### config.mk
export PLATFORM = sky130hd
export DESIGN_NAME = stage_sched
export DESIGN_NICKNAME = d
export VERILOG_FILES = /design/src/rtl/stage_sched.sv
export SDC_FILE = /design/constraint.sdc
export NUM_CORES = 1
export LEC_CHECK = 0
export ABC_AREA = 0
export CAP_MARGIN = 20
export CORE_ASPECT_RATIO = 0.7
export CORE_MARGIN = 2
export CORE_UTILIZATION = 45
export CTS_BUF_LIST = sky130_fd_sc_hd__clkbuf_8
export DETAILED_ROUTE_END_ITERATION = 6
export GPL_TIMING_DRIVEN = 0
export PLACE_DENSITY_LB_ADDON = 0.15
export SKIP_LAST_GASP = 1
export SLEW_MARGIN = 20
export SYNTH_ARGS = -nofsm -noshare
export SYNTH_HDL_FRONTEND = slang
export SYNTH_SLANG_ARGS = --single-unit
### constraint.sdc
create_clock -name clk -period 3.75 [get_ports clk]
set_input_delay 0.9375 -clock clk [delete_from_list [all_inputs] [get_ports clk]]
set_output_delay 0.9375 -clock clk [all_outputs]
set_load 0.02 [all_outputs]
### src/rtl/stage_sched.sv
// stage_sched: programmable stage sequencer driving the EKF-SLAM Top
// stage_val/stage_rdy handshake. A small table of stage codes is issued
// entry by entry as fixed-length pulses. After each pulse the block waits
// for Top to acknowledge or for a timeout. The table is run for a number
// of passes, or repeated until abort.
module stage_sched #(
  parameter int STAGE_W   = 3,
  parameter int SEQ_DEPTH = 8,
  parameter int SEQ_AW    = 3,
  parameter int PULSE_LEN = 2,
  parameter int TMO_W     = 16,
  parameter int ITER_W    = 8
) (
  input  logic               clk,
  input  logic               sys_rst,
  input  logic               cfg_we,
  input  logic [SEQ_AW-1:0]  cfg_addr,
  input  logic [STAGE_W-1:0] cfg_stage,
  input  logic [SEQ_AW:0]    seq_len,
  input  logic [ITER_W-1:0]  iter_num,
  input  logic               loop_en,
  input  logic [TMO_W-1:0]   timeout_cyc,
  input  logic               start,
  input  logic               abort,
  input  logic [STAGE_W-1:0] stage_rdy,
  output logic [STAGE_W-1:0] stage_val,
  output logic               busy,
  output logic               done,
  output logic               err_timeout,
  output logic [SEQ_AW-1:0]  cur_idx,
  output logic [ITER_W-1:0]  iter_cnt
);

  localparam int PCNT_W = (PULSE_LEN > 1) ? $clog2(PULSE_LEN) : 1;

  typedef enum logic [2:0] {
    S_IDLE, S_FETCH, S_ISSUE, S_WAIT, S_NEXT, S_FIN
  } state_t;

  state_t               state_q;
  logic [STAGE_W-1:0]   table_q [SEQ_DEPTH];
  logic [STAGE_W-1:0]   stage_val_q;
  logic [STAGE_W-1:0]   code_q;        // code currently issued / awaited
  logic                 busy_q;
  logic                 done_q;
  logic                 err_q;
  logic [SEQ_AW-1:0]    idx_q;
  logic [ITER_W-1:0]    iter_q;
  logic [SEQ_AW:0]      len_q;         // run configuration captured at start
  logic [ITER_W-1:0]    iter_num_q;
  logic                 loop_q;
  logic [TMO_W-1:0]     tmo_q;
  logic [TMO_W-1:0]     wcnt_q;        // cycles spent in WAIT
  logic [PCNT_W-1:0]    pcnt_q;        // cycles spent in ISSUE
  logic                 prev_match_q;  // stage_rdy matched code_q last cycle
  logic                 comp_pend_q;   // completion seen during ISSUE

  logic                 rdy_match;
  logic                 rise;
  logic                 last_entry;
  logic [ITER_W:0]      iter_inc;
  logic [ITER_W:0]      iter_goal;
  logic [TMO_W-1:0]     wcnt_inc;
  logic [STAGE_W-1:0]   fetch_code;

  // Only a fresh match counts: a level that already matched is not a completion.
  assign rdy_match  = (stage_rdy == code_q);
  assign rise       = rdy_match && !prev_match_q;
  assign last_entry = ({1'b0, idx_q} == (len_q - 1'b1));
  assign iter_inc   = {1'b0, iter_q} + 1'b1;
  assign iter_goal  = (iter_num_q == '0) ? (ITER_W+1)'(1) : {1'b0, iter_num_q};
  assign wcnt_inc   = wcnt_q + 1'b1;
  assign fetch_code = table_q[idx_q];

  // Stage table: host writes accepted only while idle.
  always_ff @(posedge clk or posedge sys_rst) begin
    if (sys_rst) begin
      for (int i = 0; i < SEQ_DEPTH; i++) table_q[i] <= '0;
    end else if (cfg_we && state_q == S_IDLE) begin
      table_q[cfg_addr] <= cfg_stage;
    end
  end

  // Sequencer FSM with registered outputs; abort overrides everything mid-run.
  always_ff @(posedge clk or posedge sys_rst) begin
    if (sys_rst) begin
      state_q      <= S_IDLE;
      stage_val_q  <= '0;
      code_q       <= '0;
      busy_q       <= 1'b0;
      done_q       <= 1'b0;
      err_q        <= 1'b0;
      idx_q        <= '0;
      iter_q       <= '0;
      len_q        <= '0;
      iter_num_q   <= '0;
      loop_q       <= 1'b0;
      tmo_q        <= '0;
      wcnt_q       <= '0;
      pcnt_q       <= '0;
      prev_match_q <= 1'b0;
      comp_pend_q  <= 1'b0;
    end else begin
      done_q <= 1'b0;
      if (abort && state_q != S_IDLE && state_q != S_FIN) begin
        stage_val_q <= '0;
        state_q     <= S_FIN;
      end else begin
        case (state_q)
          S_IDLE: begin
            if (start && !abort) begin
              len_q      <= seq_len;
              iter_num_q <= iter_num;
              loop_q     <= loop_en;
              tmo_q      <= timeout_cyc;
              idx_q      <= '0;
              iter_q     <= '0;
              err_q      <= 1'b0;
              busy_q     <= 1'b1;
              state_q    <= (seq_len == '0) ? S_FIN : S_FETCH;
            end
          end
          S_FETCH: begin
            code_q       <= fetch_code;
            // Seed edge history with the current level so a stale match is ignored.
            prev_match_q <= (stage_rdy == fetch_code);
            comp_pend_q  <= 1'b0;
            pcnt_q       <= '0;
            if (fetch_code == '0) begin
              state_q <= S_NEXT;
            end else begin
              stage_val_q <= fetch_code;
              state_q     <= S_ISSUE;
            end
          end
          S_ISSUE: begin
            prev_match_q <= rdy_match;
            if (rise) comp_pend_q <= 1'b1;
            if (pcnt_q == PCNT_W'(PULSE_LEN - 1)) begin
              stage_val_q <= '0;
              wcnt_q      <= '0;
              state_q     <= S_WAIT;
            end else begin
              pcnt_q <= pcnt_q + 1'b1;
            end
          end
          S_WAIT: begin
            prev_match_q <= rdy_match;
            wcnt_q       <= wcnt_inc;
            if (comp_pend_q || rise) begin
              state_q <= S_NEXT;
            end else if (tmo_q != '0 && wcnt_inc == tmo_q) begin
              err_q   <= 1'b1;
              state_q <= S_FIN;
            end
          end
          S_NEXT: begin
            if (last_entry) begin
              iter_q  <= iter_inc[ITER_W-1:0];
              idx_q   <= '0;
              state_q <= (!loop_q && iter_inc >= iter_goal) ? S_FIN : S_FETCH;
            end else begin
              idx_q   <= idx_q + 1'b1;
              state_q <= S_FETCH;
            end
          end
          S_FIN: begin
            done_q  <= 1'b1;
            busy_q  <= 1'b0;
            state_q <= S_IDLE;
          end
          default: state_q <= S_IDLE;
        endcase
      end
    end
  end

  assign stage_val   = stage_val_q;
  assign busy        = busy_q;
  assign done        = done_q;
  assign err_timeout = err_q;
  assign cur_idx     = idx_q;
  assign iter_cnt    = iter_q;

endmodule

* Word-level counts from Yosys, hierarchy flattened
Cells that the tools add are included.
** Word-level totals
- Flip-flop bits (word level) :: 95
- Bits of input ports :: 43
- Output and inout bits :: 17
- Word-level logic and storage cells :: 136
** Cells by class
- Add/sub/neg operators :: 5
- Order comparisons :: 4
- Eq/ne operators :: 20
- Multiplexer cells :: 42
- Bitwise gates (word level) :: 3
- Reductions and logical operators :: 38
** Operators with widths (number)
- $mux W3 :: 17
- $pmux W16 S2 :: 1
- $bwmux W24 :: 1
- $mux W8 :: 3
- $reduce_and A3 Y1 :: 7
- $add A16 B1 Y16 const B :: 1
- $eq A16 B16 Y1 :: 1
- $mux W16 :: 1
- $pmux W8 S2 :: 1
- $reduce_bool A16 Y1 :: 1
- $pmux W3 S5 :: 1
- $pmux W3 S2 :: 2
- $reduce_bool A2 Y1 :: 6
- $ne A2 B2 Y1 const B :: 5
- $pmux W1 S2 :: 5
- $add A8 B1 Y9 const B :: 1
- $bmux W3 S3 :: 1
- $demux W3 S3 :: 1
- $ge A9 B8 Y1 :: 1
- $ne A3 B3 Y1 const B :: 3
- $ge A4 B4 Y1 const B :: 2
- $logic_and A1 B1 Y1 :: 8
- $logic_not A8 Y1 :: 1
- $mux W1 :: 8
- 23 further kinds :: 33

* Logic depth before layout (Yosys ltp)
Gate-level depths: netlist (run 1).
- Depth in word-level cells :: 8
- Gate-level depth with buffers :: 10
- Depth with buffers taken out :: 10

* Worst setup path before layout (run 1)
OpenSTA, ideal clock, no wires.
- Path kind :: in2reg
- Start point :: input abort
- End point :: register tmo_q[15]
- Library setup time :: 125 ps
- Arrival :: 2262 ps
- Required time :: 3625 ps
- Path slack :: 1363 ps
- Stages on the path :: 6
- Path buffers :: 2
- Path through :: inv_2 > nand2_1 > nor4_1 > buf_2 > buf_2 > mux2_2
** Between the ends
- Word-level cells in the longest chain between the ends :: 4
- Elaborated cells between the ends (all ways) :: 6
- Those cells by class :: bitwise (1); reduce/logical (5)
** Ends and longest elaborated chain
- start, declared :: RTL line 24 : input logic abort,
- $logic_and A1 B1 Y1 (2 in series) :: RTL line 105 : if (abort && state_q != S_IDLE && state_q != S_FIN) begin
- $not A1 Y1 (no source line)
- $reduce_and A3 Y1 (no source line) (*)
- end signal, assigned :: RTL line 115 : tmo_q <= timeout_cyc;
- end, declared :: RTL line 52 : logic [TMO_W-1:0] tmo_q;
Mark *: on every way between the ends. The rest lies on a longest branch, timed or not.
A chain may end at the register's enable or synchronous reset.

* Final worst setup path (run 1)
Same ends and word-level chain as after synthesis.

==> summary.md, run 1 <==
| Metric | Value |
|---|---|
| Post-CTS setup buffer count | `0` |
| Critical path launch point | `abort` |
| CP endpoint kind | `flop` |
| Post-Syn Instances | `494` |
| Yosys warns | `0` |
| Total global routing overflow | `0` |
| Layout cells sized above 1 | `0.181` |
| DR iter-0 viols | `295` |
| Antenna cells | `0` |
| Commonest non-fill, non-tap cell in the layout | `dfrtp_1` |
| Required @ worst endpoint | `4000 ps` |
| Max-cap viol count | `0` |
| Clock Pin Slew Worst Setup and Hold Paths | `90 ps` |
| Syn nets | `549` |
| FF+latch count, synth | `95` |
| Final period utilization | `0.875` |
| Clock Skew | `between 8 and 9 ps` |
| Initial antenna violation count | `0` |
| Skew-Pair Late Insertion Delay | `360 ps` |
| Clk sinks | `95` |
| Vias per inst | `5.50` |
| Core area | `11200 um^2` |
| Mux cell area share after synthesis | `0.144` |
| CTS buffer count | `9` |
| First-pass GRT wire length | `approximately 20 mm` |
| CTS Hold Buffers Added | `0` |
| Largest net degree at the start of global routing | `65` |
| Synth Area in Adders | `0.0287` |
| Die height | `94.2 um` |
| Seq/Total Area, Yosys | `0.455` |
| IO Count | `60` |
| DRC Markers | `0` |
| H-Tree Depth | `3` |
| # resized after CTS | `0` |
| RSZ-0062 raised after global routing | `no` |
| Reg2Reg Setup Slack | `1070 ps` |
| Number of synthesized flops with an enable pin | `0` |
| Worst Hold Depth | `1` |
| Maximum VDD drop | `0.292 mV` |
| Clock Tree Buf Depth | `2` |
| Die width | `about 130 um` |
| Routed wire length per instance | `16.8 um` |
| Netlist Area Pre-Place | `roughly 5200 um^2` |
| Crit path time final | `around 3300 ps` |
| Worst min-delay path class | `reg -> reg` |
| CTS tree | `built` |
| Final Non-Filler Cells | `723` |
| Ys async rst share | `1.00` |
| Post-route antenna net violation count | `0` |
| Root Driver | `clkbuf_8` |
| Post-Synth XOR/XNOR Area | `0.0654` |
| Port Buffers | `59` |
| # nets final | `slightly above 600` |
| Leak pwr | `2.65 nW` |
| Most frequent cells in the layout | `dfrtp_1 (95), clkdlybuf4s50_1 (59), mux2_2 (53)` |
| Nature of the critical path startpoint | `input port` |
| Routability cong. | `0.882` |
| Rel. slew slack | `0.410` |
| Outcome | `completed` |
| Power per cell area | `659 nW/um^2` |
| DP HPWL | `9.04 mm` |
| Library cells used by synthesis | `60` |
| Pre-Repair DR Iteration Count | `4` |
| DR vias | `3973` |
| Area Overhead vs Synth | `19.4%` |
| Total GRT Usage | `0.207` |
| Hold Crit Endpoint | `stage_val[0]` |
| Compound-cell area share of the yosys netlist | `0.127` |
| Final setup violation count | `0` |
| Worst Reg2Reg Path Length in Cells | `9` |
| Initial Utilization | `0.468` |
| Final Hold Vio Count | `0` |
| Largest family of logic cells by synthesized area | `simple AND/OR/NAND/NOR gates` |
| Hold Worst Slack | `485 ps` |
| Reg-to-reg startpoint | `iter_cnt[0]` |
| Vias in the first global route | `3936` |
| Top_reg_cell synth | `dfrtp_1` |
| Final Max Slew Viols | `0` |
| Placed cells | `707` |
| Core Rows | `32` |
| Crit Path Max Fanout | `10` |
| Total Wirelength | `12.2 mm` |
| Critical path arrival | `3530 ps` |
| Die area | `12500 um^2` |
| Reg2reg end | `state_q[2]` |
| Simple-Gate Fraction of Synth Area | `0.152` |
| Hold Startpoint | `stage_val[0]` |
| Slew @ Worst Pin | `877 ps` |
| Max Fclk | `305 MHz` |
| Setup CP Type | `in -> reg` |
| Mapped Avg Cell Area | `around 11 um^2` |
==> where the power goes <==
group / switching [mW] / total, mW / internal [mW] / leakage (nW)
sequential: 0.311 / 1.72 / 1.41 / 1.21
clock: 0.360 / 0.683 / 0.323 / 0.0957
combinational: 0.864 / 1.71 / 0.847 / 1.35
total: 1.54 / 4.11 / 2.58 / 2.65
==> metal layers <==
metal,vias up,GRT usage,wire [um],share of wire
met2,106,0.309,5130,0.42
met1,1941,0.306,6250,0.51
li1,1914,-,-,-
met3,12,0.0431,642,0.053
met4,0,0.0538,137,0.011
met5,-,0,0,0
==> area by class of cell <==
cell class | instances | area (um^2)
fillers | 969 | 4930
flip-flops and latches | 95 | 2380
plain buffers | 19 | 88.8
clock buffers | 10 | 138
inverters | 15 | 61.3
well taps | 153 | 191
repair buffers | 60 | 618
clock inverters | 6 | 61.3
multi-input cells | 365 | 2700
==> worst max-delay path: stages <==
cell             delay, ps
clkdlybuf4s50_1        590
inv_2                  180
nand2_1                 70
nor4_1                 670
buf_2                  410
buf_2                  300
mux2_2                 360
==> state kept, by name, indices dropped and copies added, names as in the netlist <==
signal,cells
done,1
err_timeout,1
state_q,3
tmo_q,16
iter_num_q,8
table_q,24
iter_cnt,8
stage_val,3
cur_idx,3
code_q,3
comp_pend_q,1
busy,1
prev_match_q,1
loop_q,1
pcnt_q,1
len_q,4
wcnt_q,16
==> worst max path at each step <==
stage                              to  slack (ps)  depth (start not counted)
after floorplan                  busy         340                          1
after global routing        tmo_q[15]         360                          7
final                       tmo_q[15]         470                          7
after CTS                   tmo_q[15]         500                          7
after detailed placement    tmo_q[15]         100                          7
after global placement    iter_cnt[6]       -1150                          2
==> through the flow <==
step | util | cell area [um^2] | setup WS (ps) | TNS (ps) | total power, mW
detailed placement | 0.541 | 6040 | 97.2 | 0 | 3.44
global route | 0.559 | 6240 | 364 | 0 | 4.41
CTS | 0.559 | 6240 | 500 | 0 | 4.14
global placement | 0.538 | 6010 | -1150 | -108510 | 3.38
floorplan | - | 5230 | 335 | 0 | 2.94
finish | 0.559 | 6240 | 468 | 0 | 4.11
==> synthesized netlist by cell type, types with 6 or more instances <==
cell / count / area, um^2
o21ai_0: 48 / 240
buf_2: 8 / 40.0
ha_1: 12 / 150
xor2_1: 17 / 149
nor2b_1: 9 / 56.3
nor4_1: 6 / 37.5
mux4_2: 6 / 135
dfrtp_1: 95 / 2380
a21oi_1: 13 / 65.1
mux2_2: 53 / 597
nand4_1: 7 / 43.8
clkbuf_1: 10 / 37.5
inv_1: 14 / 52.6
nand2_1: 39 / 146
nand3_1: 12 / 60.1
nor2_1: 37 / 139
nor3_1: 8 / 40.0
xnor2_1: 22 / 193
a21o_1: 8 / 60.1
==> kinds of logic after synthesis <==
family,after synthesis
adder cells (fa/ha/maj),12
AND/OR/NAND/NOR,150
XOR/XNOR,39
multiplexers,61
buffers and inverters,34
flip-flops,95
AO/OA/AOI/OAI,103
(Power assumes the default switching activity.)
==> run 2, diff against run 1 <==
--- a/config.mk
+++ b/config.mk
@@ -8,7 +8,7 @@
 export ABC_AREA = 0
 export CAP_MARGIN = 20
 export CORE_ASPECT_RATIO = 0.7
-export CORE_MARGIN = 2
+export CORE_MARGIN = 4
 export CORE_UTILIZATION = 45
 export CTS_BUF_LIST = sky130_fd_sc_hd__clkbuf_8
 export DETAILED_ROUTE_END_ITERATION = 6
==> run 2 against run 1 <==
Cell area decreased by 0.20%. Utilization is 0.11 points lower. Power is 0.10% higher. Sequential power barely moved. Count of clock-buffer cells in the layout is the same. Flip-flop and latch count unchanged. Clock power fell by 2%. Non-clock buffer count unchanged. Critical endpoint unchanged. Largest cell class unchanged.
==> summary.md, run 2 (synthesized netlist as in run 1, its figures left out) <==
| Metric | Value |
|---|---|
| Power per cell area | `661 nW/um^2 (was 659 nW/um^2)` |
| Final setup violation count | `0 (unchanged)` |
| Skew-Pair Late Insertion Delay | `370 ps (was 360 ps)` |
| IO Count | `60 (unchanged)` |
| DR iter-0 viols | `331 (was 295)` |
| Vias per inst | `5.71 (was 5.50)` |
| # resized after CTS | `0 (unchanged)` |
| Final Hold Vio Count | `0 (unchanged)` |
| Required @ worst endpoint | `4010 ps (was 4000 ps)` |
| Root Driver | `clkbuf_8 (unchanged)` |
| Die area | `13400 um^2 (was 12500 um^2)` |
| Final period utilization | `0.869 (was 0.875)` |
| Slew @ Worst Pin | `913 ps (was 877 ps)` |
| Post-Place Cell Area | `6040 um^2 (unchanged)` |
| Clock Skew | `9.61 ps (was 8.35 ps)` |
| CTS buffer count | `9 (unchanged)` |
| Largest reg by FF count | `table_q (unchanged)` |
| Clock Tree Buf Depth | `2 (unchanged)` |
| Core Rows | `32 (unchanged)` |
| Die width | `137 um (was 133 um)` |
| CTS tree | `built (unchanged)` |
| Layout cells sized above 1 | `0.178 (was 0.181)` |
| Core area | `11200 um^2 (unchanged)` |
| DRC Markers | `0 (unchanged)` |
| Routed wire length per instance | `17.6 um (was 16.8 um)` |
| Total GRT Usage | `0.201 (was 0.207)` |
| Overall Power | `4.12 mW (was 4.11 mW)` |
| Most frequent cells in the layout | `dfrtp_1 (95), clkdlybuf4s50_1 (59), mux2_2 (53) (unchanged)` |
| Max-cap viol count | `0 (unchanged)` |
| DP HPWL | `9.42 mm (was 9.04 mm)` |
| Total global routing overflow | `0 (unchanged)` |
| Initial Utilization | `0.468 (unchanged)` |
| Setup CP Type | `in -> reg (unchanged)` |
| Pre-Repair DR Iteration Count | `4 (unchanged)` |
| Rel. slew slack | `0.376 (was 0.410)` |
| Critical path arrival | `3520 ps (was 3530 ps)` |
| H-Tree Depth | `3 (unchanged)` |
| Antenna cells | `0 (unchanged)` |
| Clock Pin Slew Worst Setup and Hold Paths | `90 ps (about the same)` |
| Largest net degree at the start of global routing | `77 (was 65)` |
| Port Buffers | `59 (unchanged)` |
| Max Fclk | `307 MHz (was 305 MHz)` |
| Commonest non-fill, non-tap cell in the layout | `dfrtp_1 (unchanged)` |
| Largest regs | `table_q x24, tmo_q x16, wcnt_q x16 (unchanged)` |
| Routability cong. | `0.885 (was 0.882)` |
| Register area | `2380 um^2 (unchanged)` |
| Leak pwr | `2.65 nW (about the same)` |
| CP endpoint kind | `flop (unchanged)` |
| Vias in the first global route | `4076 (was 3936)` |
| Crit path time final | `3260 ps (was 3280 ps)` |
| Worst min-delay path class | `reg -> reg (unchanged)` |
| CTS Hold Buffers Added | `0 (unchanged)` |
| Max reg flops | `24 (unchanged)` |
| Maximum VDD drop | `0.316 mV (was 0.292 mV)` |
| Total Wirelength | `12.7 mm (was 12.2 mm)` |
| Final Cell Area | `6230 um^2 (was 6240 um^2)` |
| Initial antenna violation count | `0 (unchanged)` |
| RSZ-0062 raised after global routing | `no (unchanged)` |
| Crit Path Max Fanout | `10 (unchanged)` |
| DR vias | `4115 (was 3973)` |
| Clk sinks | `95 (unchanged)` |
| Outcome | `completed (unchanged)` |
| Post-CTS setup buffer count | `0 (unchanged)` |
| Area occupied by multi-input gates | `2700 um^2 (unchanged)` |
| Final Max Slew Viols | `0 (unchanged)` |
| Area Overhead vs Synth | `19.2% (was 19.4%)` |
| Die height | `98.2 um (was 94.2 um)` |
| Fill count | `973 (was 969)` |
| Post-route antenna net violation count | `0 (unchanged)` |
| # nets final | `620 (unchanged)` |
| First-pass GRT wire length | `21.2 mm (was 20.3 mm)` |
| Nature of the critical path startpoint | `input port (unchanged)` |
-- run 2: changes by cell type in the layout (fill, tap and decap cells not counted) --
| cell | before | now |
|---|---|---|
| clkinv_2 | 1 | 0 |
| clkinvlp_4 | 3 | 2 |
-- run 2: routing by layer --
metal | GRT usage | up-vias | share of wire
li1 | - | 1913 | -
met1 | 0.312 | 2067 | 0.50
met2 | 0.292 | 127 | 0.44
met3 | 0.0407 | 8 | 0.054
met4 | 0.0376 | 0 | 0.0065
met5 | 0 | - | 0
-- run 2: power breakdown --
| group | leakage, nW | total (mW) | internal (mW) | switching, mW |
|---|---|---|---|---|
| Sequential | 1.21 | 1.72 | 1.41 | 0.314 |
| Clock | 0.0917 | 0.669 | 0.317 | 0.351 |
| Combinational | 1.35 | 1.73 | 0.849 | 0.879 |
-- run 2: cell type report --
| type | instances | share of cell area |
|---|---|---|
| Timing Repair Buffer | 60 | 0.0993 |
| Buffer | 19 | 0.0143 |
| Tap cell | 153 | 0.0307 |
| Multi-Input combinational cell | 365 | 0.434 |
| Sequential cell | 95 | 0.382 |
| Clock buffer | 10 | 0.0221 |
| Clock inverter | 4 | 0.00784 |
| Inverter | 15 | 0.00985 |
-- run 2: worst paths after layout --
kind,cells past startpoint,slack [ps],start,end
max in group asynchronous,3,2250,sys_rst,iter_num_q[4]
max reg2reg,9,950,iter_cnt[0],state_q[2]
min in group asynchronous,2,870,sys_rst,tmo_q[14]
max,7,490,abort,tmo_q[15]
min,1,490,stage_val[0],stage_val[0]
min reg2reg,1,490,stage_val[0],stage_val[0]
-- run 2: metrics by stage --
stage                     setup slack, ps  utilization  TNS, ps  cells  hold WS, ps
after global placement              -1210        0.538  -114080    706          465
after CTS                             496        0.557        0    721          494
after global routing                  356        0.557        0    721          519
after floorplan                       335            -        0    494          470
final                                 491        0.557        0    721          485
after detailed placement              103        0.541        0    707          469
-- run 2: worst max-delay path, stage by stage --
cell and delay, ps:
clkdlybuf4s50_1 580, inv_2 190, nand2_1 70, nor4_1 640, buf_2 420, buf_2 310, mux2_2 360
==> run 3, diff against run 2 <==
--- a/config.mk
+++ b/config.mk
@@ -7,6 +7,8 @@
 export LEC_CHECK = 0
 export ABC_AREA = 0
 export CAP_MARGIN = 20
+export CELL_PAD_IN_SITES_DETAIL_PLACEMENT = 1
+export CELL_PAD_IN_SITES_GLOBAL_PLACEMENT = 1
 export CORE_ASPECT_RATIO = 0.7
 export CORE_MARGIN = 4
 export CORE_UTILIZATION = 45
==> run 3 against run 2 <==
Sequential power about the same. Combinational power rose by 2%. Fmax grew 1.4%. Power is 3.9% higher. Wire length grew 9.7%. Cell area grew 0.68%. Sequential share of layout area shrank 0.26 points. Flip-flop and latch count unchanged. Register-to-register slack improved by 80 ps. Critical path type unchanged.
==> summary.md, run 3 (synthesized netlist as in run 1, its figures left out) <==
| Metric | Value |
|---|---|
| Outcome | `completed (unchanged)` |
| Crit Path Max Fanout | `10 (unchanged)` |
| Hold Worst Slack | `506 ps (was 485 ps)` |
| CTS buffer count | `9 (unchanged)` |
| Hold Startpoint | `stage_val[2] (was stage_val[0])` |
| Die area | `13400 um^2 (unchanged)` |
| Overall Power | `4.28 mW (was 4.12 mW)` |
| Required @ worst endpoint | `4000 ps (was 4010 ps)` |
| Total global routing overflow | `0 (unchanged)` |
| # nets final | `620 (unchanged)` |
| Worst Reg2Reg Path Length in Cells | `9 (unchanged)` |
| Largest net degree at the start of global routing | `73 (was 77)` |
| Power per cell area | `682 nW/um^2 (was 661 nW/um^2)` |
| CTS tree | `built (unchanged)` |
| DR vias | `4112 (was 4115)` |
| Total GRT Usage | `0.219 (was 0.201)` |
| CP endpoint kind | `flop (unchanged)` |
| Commonest non-fill, non-tap cell in the layout | `dfrtp_1 (unchanged)` |
| Vias per inst | `5.69 (was 5.71)` |
| Root Driver | `clkbuf_8 (unchanged)` |
| Clock Tree Buf Depth | `2 (unchanged)` |
| First-pass GRT wire length | `23.2 mm (was 21.2 mm)` |
| Clock Pin Slew Worst Setup and Hold Paths | `100 ps (was 90 ps)` |
| Largest reg by FF count | `table_q (unchanged)` |
| Crit path time final | `3220 ps (was 3260 ps)` |
| Antenna cells | `0 (unchanged)` |
| Worst min-delay path class | `reg -> reg (unchanged)` |
| Post-Place Cell Area | `6040 um^2 (unchanged)` |
| Sw Share | `0.380 (was 0.375)` |
| Placed cells | `707 (unchanged)` |
| Max reg flops | `24 (unchanged)` |
| Final Non-Filler Cells | `723 (was 721)` |
| Final Cell Area | `6270 um^2 (was 6230 um^2)` |
| Routed wire length per instance | `19.3 um (was 17.6 um)` |
| Max-cap viol count | `0 (unchanged)` |
| Clock Skew | `10.1 ps (was 9.61 ps)` |
| Final Hold Vio Count | `0 (unchanged)` |
| DP HPWL | `10.7 mm (was 9.42 mm)` |
| Final core utilization | `0.561 (was 0.557)` |
| RSZ-0062 raised after global routing | `no (unchanged)` |
| Post-route antenna net violation count | `0 (unchanged)` |
| Rel. slew slack | `0.401 (was 0.376)` |
| Layout cells sized above 1 | `0.182 (was 0.178)` |
| Area Overhead vs Synth | `20.0% (was 19.2%)` |
| Die height | `98.2 um (unchanged)` |
| Slew @ Worst Pin | `891 ps (was 913 ps)` |
| Vias in the first global route | `4421 (was 4076)` |
| Routability cong. | `0.863 (was 0.885)` |
| DR iter-0 viols | `178 (was 331)` |
| Seq pwr share | `0.406 (was 0.418)` |
| Total Wirelength | `13.9 mm (was 12.7 mm)` |
| Leak pwr | `2.66 nW (was 2.65 nW)` |
| Worst Hold Depth | `1 (unchanged)` |
| Largest regs | `table_q x24, tmo_q x16, wcnt_q x16 (unchanged)` |
| # resized after CTS | `0 (unchanged)` |
| Clock power frac | `0.180 (was 0.162)` |
| Pre-Repair DR Iteration Count | `4 (unchanged)` |
| Clk sinks | `95 (unchanged)` |
| Final WS setup | `535 ps (was 491 ps)` |
| Final period utilization | `0.857 (was 0.869)` |
| Reg2Reg Setup Slack | `1030 ps (was 950 ps)` |
| Critical path arrival | `3470 ps (was 3520 ps)` |
| DRC Markers | `0 (unchanged)` |
| Initial antenna violation count | `0 (unchanged)` |
| Die width | `137 um (unchanged)` |
| H-Tree Depth | `3 (unchanged)` |
| Maximum VDD drop | `0.284 mV (was 0.316 mV)` |
| Skew-Pair Late Insertion Delay | `360 ps (was 370 ps)` |
| Reg2reg end | `state_q[2] (unchanged)` |
| Most frequent cells in the layout | `dfrtp_1 (95), clkdlybuf4s50_1 (59), mux2_2 (53) (unchanged)` |
| IO Count | `60 (unchanged)` |
| Port Buffers | `59 (unchanged)` |
| Comb pwr share | `0.414 (was 0.420)` |
| Post-CTS setup buffer count | `0 (unchanged)` |
| Core Rows | `32 (unchanged)` |
| Hold Crit Endpoint | `stage_val[2] (was stage_val[0])` |
| Pint | `2.65 mW (was 2.57 mW)` |
| CTS Hold Buffers Added | `0 (unchanged)` |
| Initial Utilization | `0.468 (unchanged)` |
| Final setup violation count | `0 (unchanged)` |
| Worst slack at placement | `134 ps (was 103 ps)` |
| Fill count | `1205 (was 973)` |
| Reg-to-reg startpoint | `iter_cnt[0] (unchanged)` |
| Final Max Slew Viols | `0 (unchanged)` |
| Max Fclk | `311 MHz (was 307 MHz)` |
| NetSw | `1.62 mW (was 1.54 mW)` |
| Setup CP Type | `in -> reg (unchanged)` |
| Nature of the critical path startpoint | `input port (unchanged)` |
| Core area | `11200 um^2 (unchanged)` |
| Sum of negative setup slack | `0 ps (unchanged)` |
-- run 3: changes by cell type in the layout (fill, tap and decap cells not counted), sizes merged --
cell      change
clkinvlp      +1
bufinv        +1
-- run 3: power groups by stage --
stage / Sequential (mW) / Clock, mW / Combinational (mW)
floorplan: 1.68 / 0 / 1.25
global placement: 1.72 / 0 / 1.68
detailed placement: 1.75 / 0 / 1.77
CTS: 1.73 / 0.794 / 1.78
global route: 1.78 / 0.849 / 1.97
finish: 1.73 / 0.769 / 1.77
-- run 3: critical path, stage by stage --
cell and delay, ps:
clkdlybuf4s50_1 590, inv_2 190, nand2_1 70, nor4_1 610
buf_2 400, buf_2 300, mux2_2 360
-- run 3: per-layer routing --
layer  up-vias  track usage  wire [um]  share of wire
met1      2099        0.316       6630           0.48
met3         9       0.0499        724          0.052
met4         0       0.0468        108         0.0078
met2        89        0.338       6470           0.46
met5         -            0          0              0
li1       1915            -          -              -
-- run 3: worst max path at each step --
stage / from / depth (start not counted) / to
after floorplan: sys_rst / 1 / busy
after global routing: abort / 8 / err_timeout
final: abort / 7 / tmo_q[15]
after CTS: abort / 7 / tmo_q[15]
after global placement: sys_rst / 2 / tmo_q[2]
after detailed placement: abort / 7 / tmo_q[15]
-- run 3: area by class of cell --
cell class / instances / area, um^2 / share of cell area
multi-input combinational: 365 / 2700 / 0.431
sequential: 95 / 2380 / 0.379
timing repair buffer: 60 / 618 / 0.0986
tap: 153 / 191 / 0.0305
clock buffer: 10 / 138 / 0.0220
clock inverter: 6 / 91.3 / 0.0146
buffer: 19 / 88.8 / 0.0142
inverter: 15 / 61.3 / 0.00978
